File: config.mk
export PLATFORM = sky130hd
export DESIGN_NAME = reaction_timer_multi_flat
export DESIGN_NICKNAME = d
export VERILOG_FILES = /design/src/rtl/reaction_timer_multi_if.sv /design/src/rtl/reaction_timer_multi.sv /design/src/flat_wrapper.sv
export SDC_FILE = /design/constraint.sdc
export NUM_CORES = 1
export LEC_CHECK = 0
export CAP_MARGIN = 20
export CORE_ASPECT_RATIO = 1.2
export CORE_UTILIZATION = 45
export CTS_CLUSTER_DIAMETER = 50
export DETAILED_ROUTE_END_ITERATION = 10
export DONT_BUFFER_PORTS = 1
export HOLD_SLACK_MARGIN = 0.08
export MAX_ROUTING_LAYER = met4
export PLACE_DENSITY = 0.62
export REMOVE_ABC_BUFFERS = 1
export SYNTH_ARGS = -nofsm -noshare
export SYNTH_HDL_FRONTEND = slang
export SYNTH_HIERARCHICAL = 1
export SYNTH_SLANG_ARGS = --single-unit
File: constraint.sdc
create_clock -name clk -period 18.6 [get_ports clk]
set_input_delay 2.79 -clock clk [delete_from_list [all_inputs] [get_ports clk]]
set_output_delay 2.79 -clock clk [all_outputs]
set_load 0.01 [all_outputs]
File: src/rtl/reaction_timer_multi_if.sv
// Control and result bundle between the reaction timer core, the button
// debouncers and the bin2bcd / display path.
interface reaction_timer_multi_if #(
    parameter int N_PLAYERS = 2
);
    localparam int WIN_W = (N_PLAYERS > 1) ? $clog2(N_PLAYERS) : 1;

    logic                    start_i;
    logic                    clear_i;
    logic [N_PLAYERS-1:0]    stop_i;
    logic                    stim_led_o;
    logic                    busy_o;
    logic                    done_o;
    logic [N_PLAYERS-1:0]    hit_o;
    logic [N_PLAYERS-1:0]    early_o;
    logic [14*N_PLAYERS-1:0] time_ms_o;
    logic [WIN_W-1:0]        winner_o;
    logic                    winner_vld_o;
    logic [14*N_PLAYERS-1:0] best_ms_o;

    modport master (
        output start_i, clear_i, stop_i,
        input  stim_led_o, busy_o, done_o, hit_o, early_o, time_ms_o,
               winner_o, winner_vld_o, best_ms_o
    );

    modport slave (
        input  start_i, clear_i, stop_i,
        output stim_led_o, busy_o, done_o, hit_o, early_o, time_ms_o,
               winner_o, winner_vld_o, best_ms_o
    );
endinterface

File: src/rtl/reaction_timer_multi.sv
// N-player reaction timer: LFSR stimulus delay, per-player ms timing, false-start
// detection and winner arbitration. REACTION_TIMER_BEST_TIME_EN adds best-time registers.

module reaction_timer_lane (
    input  logic        clk,
    input  logic        rst_n,
    input  logic        clr,
    input  logic        dly,
    input  logic        stm,
    input  logic        tmo,
    input  logic [13:0] cnt,
    input  logic        stop,
    output logic        hit,
    output logic        early,
    output logic        hit_now,
    output logic [13:0] time_ms,
    output logic [13:0] best_ms
);
    logic live;

    assign live    = !hit && !early;
    assign hit_now = stm && stop && live;

    always_ff @(posedge clk) begin
        if (!rst_n || clr) begin
            hit     <= 1'b0;
            early   <= 1'b0;
            time_ms <= '0;
        end else if (dly && stop && live) begin
            early   <= 1'b1;
            time_ms <= 14'd9999;
        end else if (hit_now) begin
            hit     <= 1'b1;
            time_ms <= cnt;
        end else if (tmo && live) begin
            time_ms <= 14'd9999;
        end
    end

`ifdef REACTION_TIMER_BEST_TIME_EN
    // Only rst_n forgets the best time; a clear between rounds keeps it.
    always_ff @(posedge clk) begin
        if (!rst_n)
            best_ms <= 14'd9999;
        else if (hit_now && cnt < best_ms)
            best_ms <= cnt;
    end
`else
    assign best_ms = 14'd9999;
`endif
endmodule

module reaction_timer_multi #(
    parameter int CLK_HZ      = 100_000_000,
    parameter int N_PLAYERS   = 2,
    parameter int MIN_DELAY_S = 2,
    parameter int MAX_DELAY_S = 15,
    parameter int TIMEOUT_MS  = 9999
) (
    input  logic                  clk,
    input  logic                  rst_n,
    reaction_timer_multi_if.slave bus
);
    localparam int          TICK_DIV = CLK_HZ / 1000;
    localparam int          PW       = (TICK_DIV > 1) ? $clog2(TICK_DIV) : 1;
    localparam int          WW       = (N_PLAYERS > 1) ? $clog2(N_PLAYERS) : 1;
    localparam int          RANGE    = MAX_DELAY_S - MIN_DELAY_S + 1;
    localparam logic [13:0] MS_SAT   = 14'd9999;

    typedef enum logic [1:0] {IDLE, DELAY, STIM, DONE} state_t;
    state_t state, state_nxt;

    logic [7:0]                 lfsr;
    logic [PW-1:0]              presc;
    logic [13:0]                cnt, delay_ms;
    logic [N_PLAYERS-1:0]       hit, early, hit_now;
    logic [N_PLAYERS-1:0][13:0] time_ms, best_ms;
    logic [WW-1:0]              winner, first_hit;
    logic                       winner_vld, tick, go, clr_res, timeout;
    logic                       in_dly, in_stm, in_tmo;

    assign tick    = (presc == PW'(TICK_DIV - 1));
    assign go      = bus.start_i && (state == IDLE || state == DONE);
    assign clr_res = bus.clear_i || go;
    assign timeout = (state == STIM) && (cnt == 14'(TIMEOUT_MS));
    assign in_dly  = (state == DELAY) && !bus.clear_i;
    assign in_stm  = (state == STIM) && !bus.clear_i && !timeout;
    assign in_tmo  = timeout && !bus.clear_i;

    always_comb begin
        state_nxt = state;
        case (state)
            IDLE:    if (bus.start_i) state_nxt = DELAY;
            DELAY:   if (&(early | bus.stop_i)) state_nxt = DONE;
                     else if (tick && cnt == delay_ms - 14'd1) state_nxt = STIM;
            STIM:    if (&(hit | early) || timeout) state_nxt = DONE;
            DONE:    if (bus.start_i) state_nxt = DELAY;
            default: state_nxt = IDLE;
        endcase
        if (bus.clear_i) state_nxt = IDLE;
    end

    // Lowest index wins among same-cycle hits.
    always_comb begin
        first_hit = '0;
        for (int k = N_PLAYERS - 1; k >= 0; k--)
            if (hit_now[k]) first_hit = WW'(k);
    end

    always_ff @(posedge clk) begin
        if (!rst_n) begin
            state      <= IDLE;
            lfsr       <= 8'hA5;
            presc      <= '0;
            cnt        <= '0;
            delay_ms   <= '0;
            winner     <= '0;
            winner_vld <= 1'b0;
        end else begin
            state <= state_nxt;
            lfsr  <= {lfsr[6:0], lfsr[7] ^ lfsr[5] ^ lfsr[4] ^ lfsr[3]};
            if (state_nxt != state || tick) presc <= '0;
            else                            presc <= presc + 1'b1;
            // DELAY stops at its target on its own; only the reaction count needs a ceiling.
            if (state_nxt != state)
                cnt <= '0;
            else if (tick && (state == DELAY || (state == STIM && cnt != MS_SAT)))
                cnt <= cnt + 14'd1;
            if (go)
                delay_ms <= 14'((MIN_DELAY_S + int'(lfsr) % RANGE) * 1000);
            if (clr_res) begin
                winner     <= '0;
                winner_vld <= 1'b0;
            end else if (|hit_now && !winner_vld) begin
                winner     <= first_hit;
                winner_vld <= 1'b1;
            end
        end
    end

    for (genvar k = 0; k < N_PLAYERS; k++) begin : g_lane
        reaction_timer_lane u_lane (
            .clk     (clk),
            .rst_n   (rst_n),
            .clr     (clr_res),
            .dly     (in_dly),
            .stm     (in_stm),
            .tmo     (in_tmo),
            .cnt     (cnt),
            .stop    (bus.stop_i[k]),
            .hit     (hit[k]),
            .early   (early[k]),
            .hit_now (hit_now[k]),
            .time_ms (time_ms[k]),
            .best_ms (best_ms[k])
        );
    end

    assign bus.stim_led_o   = (state == STIM);
    assign bus.busy_o       = (state == DELAY) || (state == STIM);
    assign bus.done_o       = (state == DONE);
    assign bus.hit_o        = hit;
    assign bus.early_o      = early;
    assign bus.time_ms_o    = time_ms;
    assign bus.best_ms_o    = best_ms;
    assign bus.winner_o     = winner;
    assign bus.winner_vld_o = winner_vld;
endmodule

File: src/flat_wrapper.sv
// flat-port wrapper written by rule: the top's interface ports become plain ports
module reaction_timer_multi_flat 
#(
    parameter int CLK_HZ      = 100_000_000,
    parameter int N_PLAYERS   = 2,
    parameter int MIN_DELAY_S = 2,
    parameter int MAX_DELAY_S = 15,
    parameter int TIMEOUT_MS  = 9999
)
  (clk, rst_n, bus_start_i, bus_clear_i, bus_stop_i, bus_stim_led_o, bus_busy_o, bus_done_o, bus_hit_o, bus_early_o, bus_time_ms_o, bus_winner_o, bus_winner_vld_o, bus_best_ms_o);
  reaction_timer_multi_if #(.N_PLAYERS(N_PLAYERS)) bus_i ();
  input  logic clk;
  input  logic rst_n;
  input wire logic [$bits(bus_i.start_i)-1:0] bus_start_i;
  input wire logic [$bits(bus_i.clear_i)-1:0] bus_clear_i;
  input wire logic [$bits(bus_i.stop_i)-1:0] bus_stop_i;
  output wire logic [$bits(bus_i.stim_led_o)-1:0] bus_stim_led_o;
  output wire logic [$bits(bus_i.busy_o)-1:0] bus_busy_o;
  output wire logic [$bits(bus_i.done_o)-1:0] bus_done_o;
  output wire logic [$bits(bus_i.hit_o)-1:0] bus_hit_o;
  output wire logic [$bits(bus_i.early_o)-1:0] bus_early_o;
  output wire logic [$bits(bus_i.time_ms_o)-1:0] bus_time_ms_o;
  output wire logic [$bits(bus_i.winner_o)-1:0] bus_winner_o;
  output wire logic [$bits(bus_i.winner_vld_o)-1:0] bus_winner_vld_o;
  output wire logic [$bits(bus_i.best_ms_o)-1:0] bus_best_ms_o;
  assign bus_i.start_i = bus_start_i;
  assign bus_i.clear_i = bus_clear_i;
  assign bus_i.stop_i = bus_stop_i;
  assign bus_stim_led_o = bus_i.stim_led_o;
  assign bus_busy_o = bus_i.busy_o;
  assign bus_done_o = bus_i.done_o;
  assign bus_hit_o = bus_i.hit_o;
  assign bus_early_o = bus_i.early_o;
  assign bus_time_ms_o = bus_i.time_ms_o;
  assign bus_winner_o = bus_i.winner_o;
  assign bus_winner_vld_o = bus_i.winner_vld_o;
  assign bus_best_ms_o = bus_i.best_ms_o;
  reaction_timer_multi #(.CLK_HZ(CLK_HZ), .N_PLAYERS(N_PLAYERS), .MIN_DELAY_S(MIN_DELAY_S), .MAX_DELAY_S(MAX_DELAY_S), .TIMEOUT_MS(TIMEOUT_MS)) u_core (.clk(clk), .rst_n(rst_n), .bus(bus_i));
endmodule
==> results.sh, run 1 <==
export IMPL_dp_hpwl_um=9530
export IMPL_r2r_start="u_core/lfsr[5]$_SDFF_PN1_"
export IMPL_whs_ns=0.488
export IMPL_tightestPinTransition_ns=0.803
export IMPL_yosysUniqueCellTypes=81
export IMPL_holdPathStages=1
export IMPL_synth_compound_area_share_pct=17.0
export IMPL_drtIter0Drc=266
export IMPL_setup_worst_path_start="u_core/lfsr[5]$_SDFF_PN1_"
export IMPL_grt_pass1_vias=4422
export IMPL_hold_class="reg2reg"
export IMPL_p_leak_uw=0.00253
export IMPL_async_flop_share_pct=0
export IMPL_start_util_pct=46.9
export IMPL_postSynthCellCount=710
export IMPL_worst_setup_path_start_kind="flip-flop"
export IMPL_die_area_sq_mm=0.0138
export IMPL_num_vias=4613
export IMPL_cp_common_cell="ha_1"
export IMPL_core_sq_mm=0.0128
export IMPL_yosys_area_share_xor_xnor_pct=10.4
export IMPL_skew_ns=0.00562
export IMPL_synth_adder_area_share_pct=12.3
export IMPL_numCtsBuffers=9
export IMPL_utilization_pct=49.1
export IMPL_swShare_pct=41.8
export IMPL_grt_usage_pct=19.1
export IMPL_drtAntennaViolNets=0
export IMPL_max_clock_path_buffers=2
export IMPL_synth_seq_cells=86
export IMPL_finalSetupViolations=0
export IMPL_dpl_worst_slack_ns=9.96
export IMPL_wl_per_cell_um=14.4
export IMPL_clock_power_share_pct=19.2
export IMPL_port_buffers=0
export IMPL_diodes=0
export IMPL_pwr_share_seq_pct=18.6
export IMPL_intPower_uw=660
export IMPL_die_x_um=108
export IMPL_maxSlewViolCount=0
export IMPL_grt_max_degree=32
export IMPL_drive_gt1_share_pct=6.04
export IMPL_root_buffer="clkbuf_16"
export IMPL_required_ns=18.83
export IMPL_yosysSeqAreaShare_pct=28.6
export IMPL_cts_resized=0
export IMPL_synth_top_flop_cell="dfxtp_1"
export IMPL_peakVddDrop_uv=133
export IMPL_switchingPower_uw=474
export IMPL_hold_path_startpoint="u_core/presc[0]$_SDFF_PP0_"
export IMPL_timing_fmax_mhz=114
export IMPL_via_per_inst=5.37
export IMPL_setup_ws_ns=9.84
export IMPL_cts_clk_slew_worst_paths_ns=0.06
export IMPL_fp_dieH_um=129
export IMPL_grt_antenna_before_repair=0
export IMPL_post_cts_buffers=0
export IMPL_syn_to_final_growth_pct=4.76
export IMPL_maxSlewHeadroom_pct=46.3
export IMPL_syn_area_sq_mm=0.00602
export IMPL_cts_sinks=86
export IMPL_postCtsHoldBufs=0
export IMPL_drv_cap=0
export IMPL_crit_path_top_delay_cell="dfxtp_1"
export IMPL_drtPass1Iterations=4
export IMPL_status="finished clean"
export IMPL_synth_mux_area_share_pct=0.520
export IMPL_period_share_pct=47.1
export IMPL_grt_pass1_wl_um=20600
export IMPL_gr_total_overflow=0
export IMPL_max_stage_delay_ns=0.61
export IMPL_period_needed_ns=8.76
export IMPL_final_nets=746
export IMPL_cp_max_fo=14
export IMPL_htreeDepth=3
export IMPL_worst_ep_arrival_time_ns=8.99
export IMPL_pin_count=71
export IMPL_fin_setup_tns_ns=0
export IMPL_timing_setup_critical_path_class="reg2reg"
export IMPL_synth_edf_count=0
export IMPL_synth_top_family_by_area="simple AND/OR/NAND/NOR gates"
export IMPL_drc=0
export IMPL_powerDensity_mw_per_mm2=180
export IMPL_fill_cells=1223
export IMPL_routed_wl_um=12400
export IMPL_synth_simple_area_share_pct=20.7
export IMPL_cts_tree="done"
export IMPL_rows=45
export IMPL_rr_worst_depth=36
export IMPL_power_frac_comb_pct=62.3
export IMPL_synth_avg_cell_area_sq_um=8.48
export IMPL_place_gp_congestion=0.911
export IMPL_rsz0062_at_grt="no"
export IMPL_hold_viol_final=0
export IMPL_endpoint_kind="flip-flop"
export IMPL_ys_warn_count=6
export IMPL_clk_insertion_delay_late_ns=0.34
[sequential cells by signal, indices dropped and copies added, names as in the netlist]
name and flops:
u_core/bus.winner_o 1, u_core/g_lane.u_lane/time_ms 28, u_core/bus.winner_vld_o 1, u_core/lfsr 8, u_core/state 2, u_core/cnt 14, u_core/g_lane.u_lane/early 2, u_core/g_lane.u_lane/hit 2
u_core/presc 17, u_core/delay_ms 11
[cell usage in the layout, fill, tap and decap left out, types with 6 or more instances in the layout]
cell	netlist	layout
dfxtp_1	86	86
nand2_1	73	73
nor2_1	60	60
inv_1	59	59
xnor2_1	38	38
ha_1	35	35
xor2_1	29	29
conb_1	4	28
a21oi_1	27	27
o21ai_0	23	23
nand3_1	21	21
nor3_1	16	16
o221a_1	16	16
fa_1	15	15
and2_1	10	10
clkbuf_16	0	9
nand2b_1	8	8
a21boi_0	8	8
nand4_1	8	8
nor2b_1	7	7
a21o_1	7	7
and3_1	6	6
[metal layers]
layer / track usage, % / wire length, um / vias to the layer above
met5: - / 0 / -
met4: 8.46 / 290 / 0
met3: 4.05 / 522 / 21
met2: 32.5 / 6210 / 97
met1: 21.3 / 5370 / 2169
li1: - / - / 2326
[power by group through the flow]
stage	Sequential [uW]	Clock, uW	Combinational, uW
after floorplan	210	0	575
after global placement	214	0	673
after detailed placement	214	0	712
after CTS	210	222	717
after global routing	212	229	812
final	210	217	706
[cells by family after synthesis]
logic type / count (synthesis)
AO/OA/AOI/OAI: 133
XOR/XNOR: 69
adder cells (fa/ha/maj): 50
buffers and inverters: 118
flip-flops: 86
multiplexers: 3
other: 4
AND/OR/NAND/NOR: 247
[synth_stat cells (all sizes together), types with 4 or more instances]
library cell,n,area share (%)
a21boi,9,1.1
a21o,7,0.87
a21oi,29,2.8
a31o,4,0.58
and2,10,1.0
and3,7,0.81
buf,45,5.8
clkbuf,12,0.75
conb,4,0.25
dfxtp,86,29
fa,15,5.0
ha,35,7.3
inv,61,3.8
nand2,74,4.7
nand2b,10,1.3
nand3,21,1.7
nand3b,5,0.62
nand4,8,0.83
nor2,60,3.7
nor2b,7,0.73
nor3,16,1.3
nor3b,4,0.50
nor4,4,0.42
o211a,4,0.67
o21ai,29,2.7
o221a,17,3.2
or2,4,0.42
xnor2,39,5.8
xor2,29,4.2
[critical path, delay by kind of cell, from the launching register on]
kind / cells / cell delay (ns)
AO/OA/AOI/OAI: 11 / 2.18
AND/OR/NAND/NOR: 9 / 1.73
adder cells (fa/ha/maj): 7 / 2.45
XOR/XNOR: 4 / 1.23
flip-flops: 1 / 0.61
buffers and inverters: 5 / 0.42
[worst paths after layout]
kind	to	slack, ns
setup / recovery	u_core/delay_ms[13]$_SDFFE_PN0P_	9.84
setup reg to reg	u_core/delay_ms[13]$_SDFFE_PN0P_	9.84
hold reg to reg	u_core/presc[0]$_SDFF_PP0_	0.49
hold / removal	u_core/presc[0]$_SDFF_PP0_	0.49
[metrics by stage]
step / std cells / instance area (sq um) / power, uW
floorplan: 677 / 5720 / 785
global placement: 843 / 5940 / 886
detailed placement: 843 / 5940 / 926
CTS: 859 / 6310 / 1150
global route: 859 / 6310 / 1250
finish: 859 / 6310 / 1130
[cell type report]
| class | count | area [sq um] | area share (%) |
|---|---|---|---|
| sequential | 86 | 1720 | 27.3 |
| multi-input combinational | 530 | 3770 | 59.8 |
| tap | 164 | 205 | 3.25 |
| clock inverter | 6 | 134 | 2.12 |
| inverter | 61 | 229 | 3.63 |
| timing repair buffer | 2 | 15.0 | 0.238 |
| clock buffer | 10 | 229 | 3.63 |
No activity file was read; power rests on OpenSTA's default activity.
==> inputs of run 2 (changes only) <==
==> constraint.sdc (replaced) <==
create_clock -name clk -period 8.69 [get_ports clk]
set_input_delay 1.3035 -clock clk [delete_from_list [all_inputs] [get_ports clk]]
set_output_delay 1.3035 -clock clk [all_outputs]
set_load 0.01 [all_outputs]
==> run 2 against run 1 <==
  * Setup slack lost 9.4 ns
  * Core utilization grew 0.11 points
  * Sequential cell count is the same
  * Clock power grew 80%
  * Sequential share of layout area grew 0.079 points
  * First-iteration DRC count shrank 1.9%
  * Critical path type unchanged
==> results.sh, run 2 (synthesis results as in run 1) <==
export IMPL_root_buffer="clkbuf_16"
export IMPL_worstReg2RegEnd="u_core/delay_ms[13]$_SDFFE_PN0P_"
export IMPL_grt_max_degree=32
export IMPL_hold_viol_final=0
export IMPL_peakVddDrop_uv=373
export IMPL_pwr_share_seq_pct=19.4
export IMPL_grt_use_met2_pct=31.6
export IMPL_maxSlewHeadroom_pct=45.0
export IMPL_layout_commonest_cell="dfxtp_1"
export IMPL_intPower_uw=1330
export IMPL_drc=0
export IMPL_setup_worst_path_start="u_core/lfsr[5]$_SDFF_PN1_"
export IMPL_grt_busiest_layer="met2"
export IMPL_grt_antenna_before_repair=0
export IMPL_cp_max_fo=14
export IMPL_drtAntennaViolNets=0
export IMPL_syn_to_final_growth_pct=4.99
export IMPL_cts_clk_slew_worst_paths_ns=0.06
export IMPL_utilization_pct=49.2
export IMPL_period_needed_ns=8.21
export IMPL_die_x_um=108
export IMPL_dp_hpwl_um=9300
export IMPL_max_stage_delay_ns=0.54
export IMPL_worst_ep_arrival_time_ns=8.44
export IMPL_r2r_start="u_core/lfsr[5]$_SDFF_PN1_"
export IMPL_period_share_pct=94.4
export IMPL_reg_top3="u_core/g_lane.u_lane/time_ms (28), u_core/presc (17), u_core/cnt (14)"
export IMPL_power_frac_comb_pct=63.7
export IMPL_cts_sinks=86
export IMPL_regMostFlops="u_core/g_lane.u_lane/time_ms"
export IMPL_wl_per_cell_um=14.1
export IMPL_diodes=0
export IMPL_powerDensity_mw_per_mm2=366
export IMPL_start_util_pct=46.9
export IMPL_whs_ns=0.486
export IMPL_drtPass1Iterations=4
export IMPL_crit_path_top_delay_cell="fa_1"
export IMPL_final_nets=748
export IMPL_cts_tree="done"
export IMPL_place_gp_congestion=0.926
export IMPL_htreeDepth=3
export IMPL_finalSetupViolations=0
export IMPL_gr_total_overflow=0
export IMPL_place_inst=844
export IMPL_required_ns=8.92
export IMPL_met1_usage_pct=21.8
export IMPL_drive_gt1_share_pct=7.46
export IMPL_tightestPinTransition_ns=0.818
export IMPL_hold_path_startpoint="u_core/presc[0]$_SDFF_PP0_"
export IMPL_die_area_sq_mm=0.0138
export IMPL_holdPathStages=1
export IMPL_rr_worst_depth=37
export IMPL_numCtsBuffers=9
export IMPL_whs_endpoint="u_core/presc[0]$_SDFF_PP0_"
export IMPL_clock_power_share_pct=16.9
export IMPL_switchingPower_uw=991
export IMPL_max_clock_path_buffers=2
export IMPL_core_sq_mm=0.0128
export IMPL_status="finished clean"
export IMPL_rows=45
export IMPL_largest_reg_flops=28
export IMPL_port_buffers=0
export IMPL_worst_setup_path_start_kind="flip-flop"
export IMPL_met3_usage_pct=2.84
export IMPL_fp_dieH_um=129
export IMPL_grt_usage_pct=18.8
export IMPL_routed_wl_um=12100
export IMPL_design_area_sq_mm=0.00632
export IMPL_regToRegSetupSlack_ns=0.48
export IMPL_grt_pass1_vias=4308
export IMPL_clk_insertion_delay_late_ns=0.34
export IMPL_via_per_inst=5.34
export IMPL_pin_count=71
export IMPL_timing_fmax_mhz=122
export IMPL_hold_class="reg2reg"
export IMPL_skew_ns=0.00633
export IMPL_stdcell_count=861
export IMPL_final_cell_mix="dfxtp_1, nand2_1, nor2_1"
export IMPL_dpl_cell_area_sq_mm=0.00595
export IMPL_endpoint_kind="flip-flop"
export IMPL_swShare_pct=42.8
export IMPL_timing_setup_critical_path_class="reg2reg"
export IMPL_drtIter0Drc=261
export IMPL_p_leak_uw=0.00251
export IMPL_maxSlewViolCount=0
export IMPL_grt_pass1_wl_um=20300
export IMPL_num_vias=4601
export IMPL_drv_cap=0
## run 2: changes by cell type in the layout (fill, tap and decap cells not counted), sizes merged
cell	change
buf	+2
bufinv	-3
clkinv	-1
clkinvlp	+3
inv	+1
## run 2: what timing repair did
item | CTS | global route
hold endpoints to repair | 0 | 0
hold buffers | 0 | 0
setup endpoints to repair | 0 | 1
setup buffers | 0 | 1
resized for setup | 0 | 12
## run 2: worst max-delay path: cells and delay by family, from the launching register on
kind,cells,cell delay [ns]
xor+xnor,3,0.85
simple gates,10,1.53
buf+inv,5,0.41
flops,1,0.43
compound gates,11,2.11
fa+ha+maj,8,2.77
## run 2: cell type report
type	instances	area, sq um
well taps	164	205
flip-flops and latches	86	1730
clock buffers	10	239
multi-input cells	530	3820
repair buffers	4	30.0
inverters	61	229
clock inverters	6	70.1
fillers	1261	6520
## run 2: how the worst max path moves through the flow
| stage | to | slack [ns] | cells past startpoint |
|---|---|---|---|
| after floorplan | u_core/delay_ms[13]$_SDFFE_PN0P_ | 0.97 | 35 |
| after global placement | u_core/delay_ms[13]$_SDFFE_PN0P_ | 0.48 | 36 |
| after detailed placement | u_core/delay_ms[13]$_SDFFE_PN0P_ | 0.07 | 36 |
| after CTS | u_core/delay_ms[13]$_SDFFE_PN0P_ | 0.03 | 36 |
| after global routing | u_core/delay_ms[13]$_SDFFE_PN0P_ | -0.08 | 37 |
| final | u_core/delay_ms[13]$_SDFFE_PN0P_ | 0.48 | 37 |
## run 2: routing by layer
metal / vias to the layer above / wire, um
met5: - / 0
met4: 0 / 375
li1: 2335 / -
met2: 91 / 6010
met1: 2149 / 5370
met3: 26 / 391
## run 2: metrics by stage
stage                     TNS (ns)  total power [uW]  setup slack [ns]
after floorplan                  0              1680             0.971
after global placement           0              1900             0.477
after detailed placement         0              1940            0.0667
after CTS                        0              2350            0.0284
after global routing       -0.0846              2600           -0.0846
final                            0              2320             0.484
## run 2: power by group through the flow
stage / Clock (uW) / Combinational [uW] / Sequential [uW]
CTS: 401 / 1500 / 450
global route: 416 / 1730 / 454
finish: 391 / 1470 / 450
floorplan: 0 / 1230 / 449
global placement: 0 / 1440 / 457
detailed placement: 0 / 1480 / 458
==> inputs of run 3 (changes only) <==
--- a/config.mk
+++ b/config.mk
@@ -11,7 +11,6 @@
 export CTS_CLUSTER_DIAMETER = 50
 export DETAILED_ROUTE_END_ITERATION = 10
 export DONT_BUFFER_PORTS = 1
-export HOLD_SLACK_MARGIN = 0.08
 export MAX_ROUTING_LAYER = met4
 export PLACE_DENSITY = 0.62
 export REMOVE_ABC_BUFFERS = 1
==> results of run 3 <==
The final DEF is identical to that of run 2; final timing and power are the same.
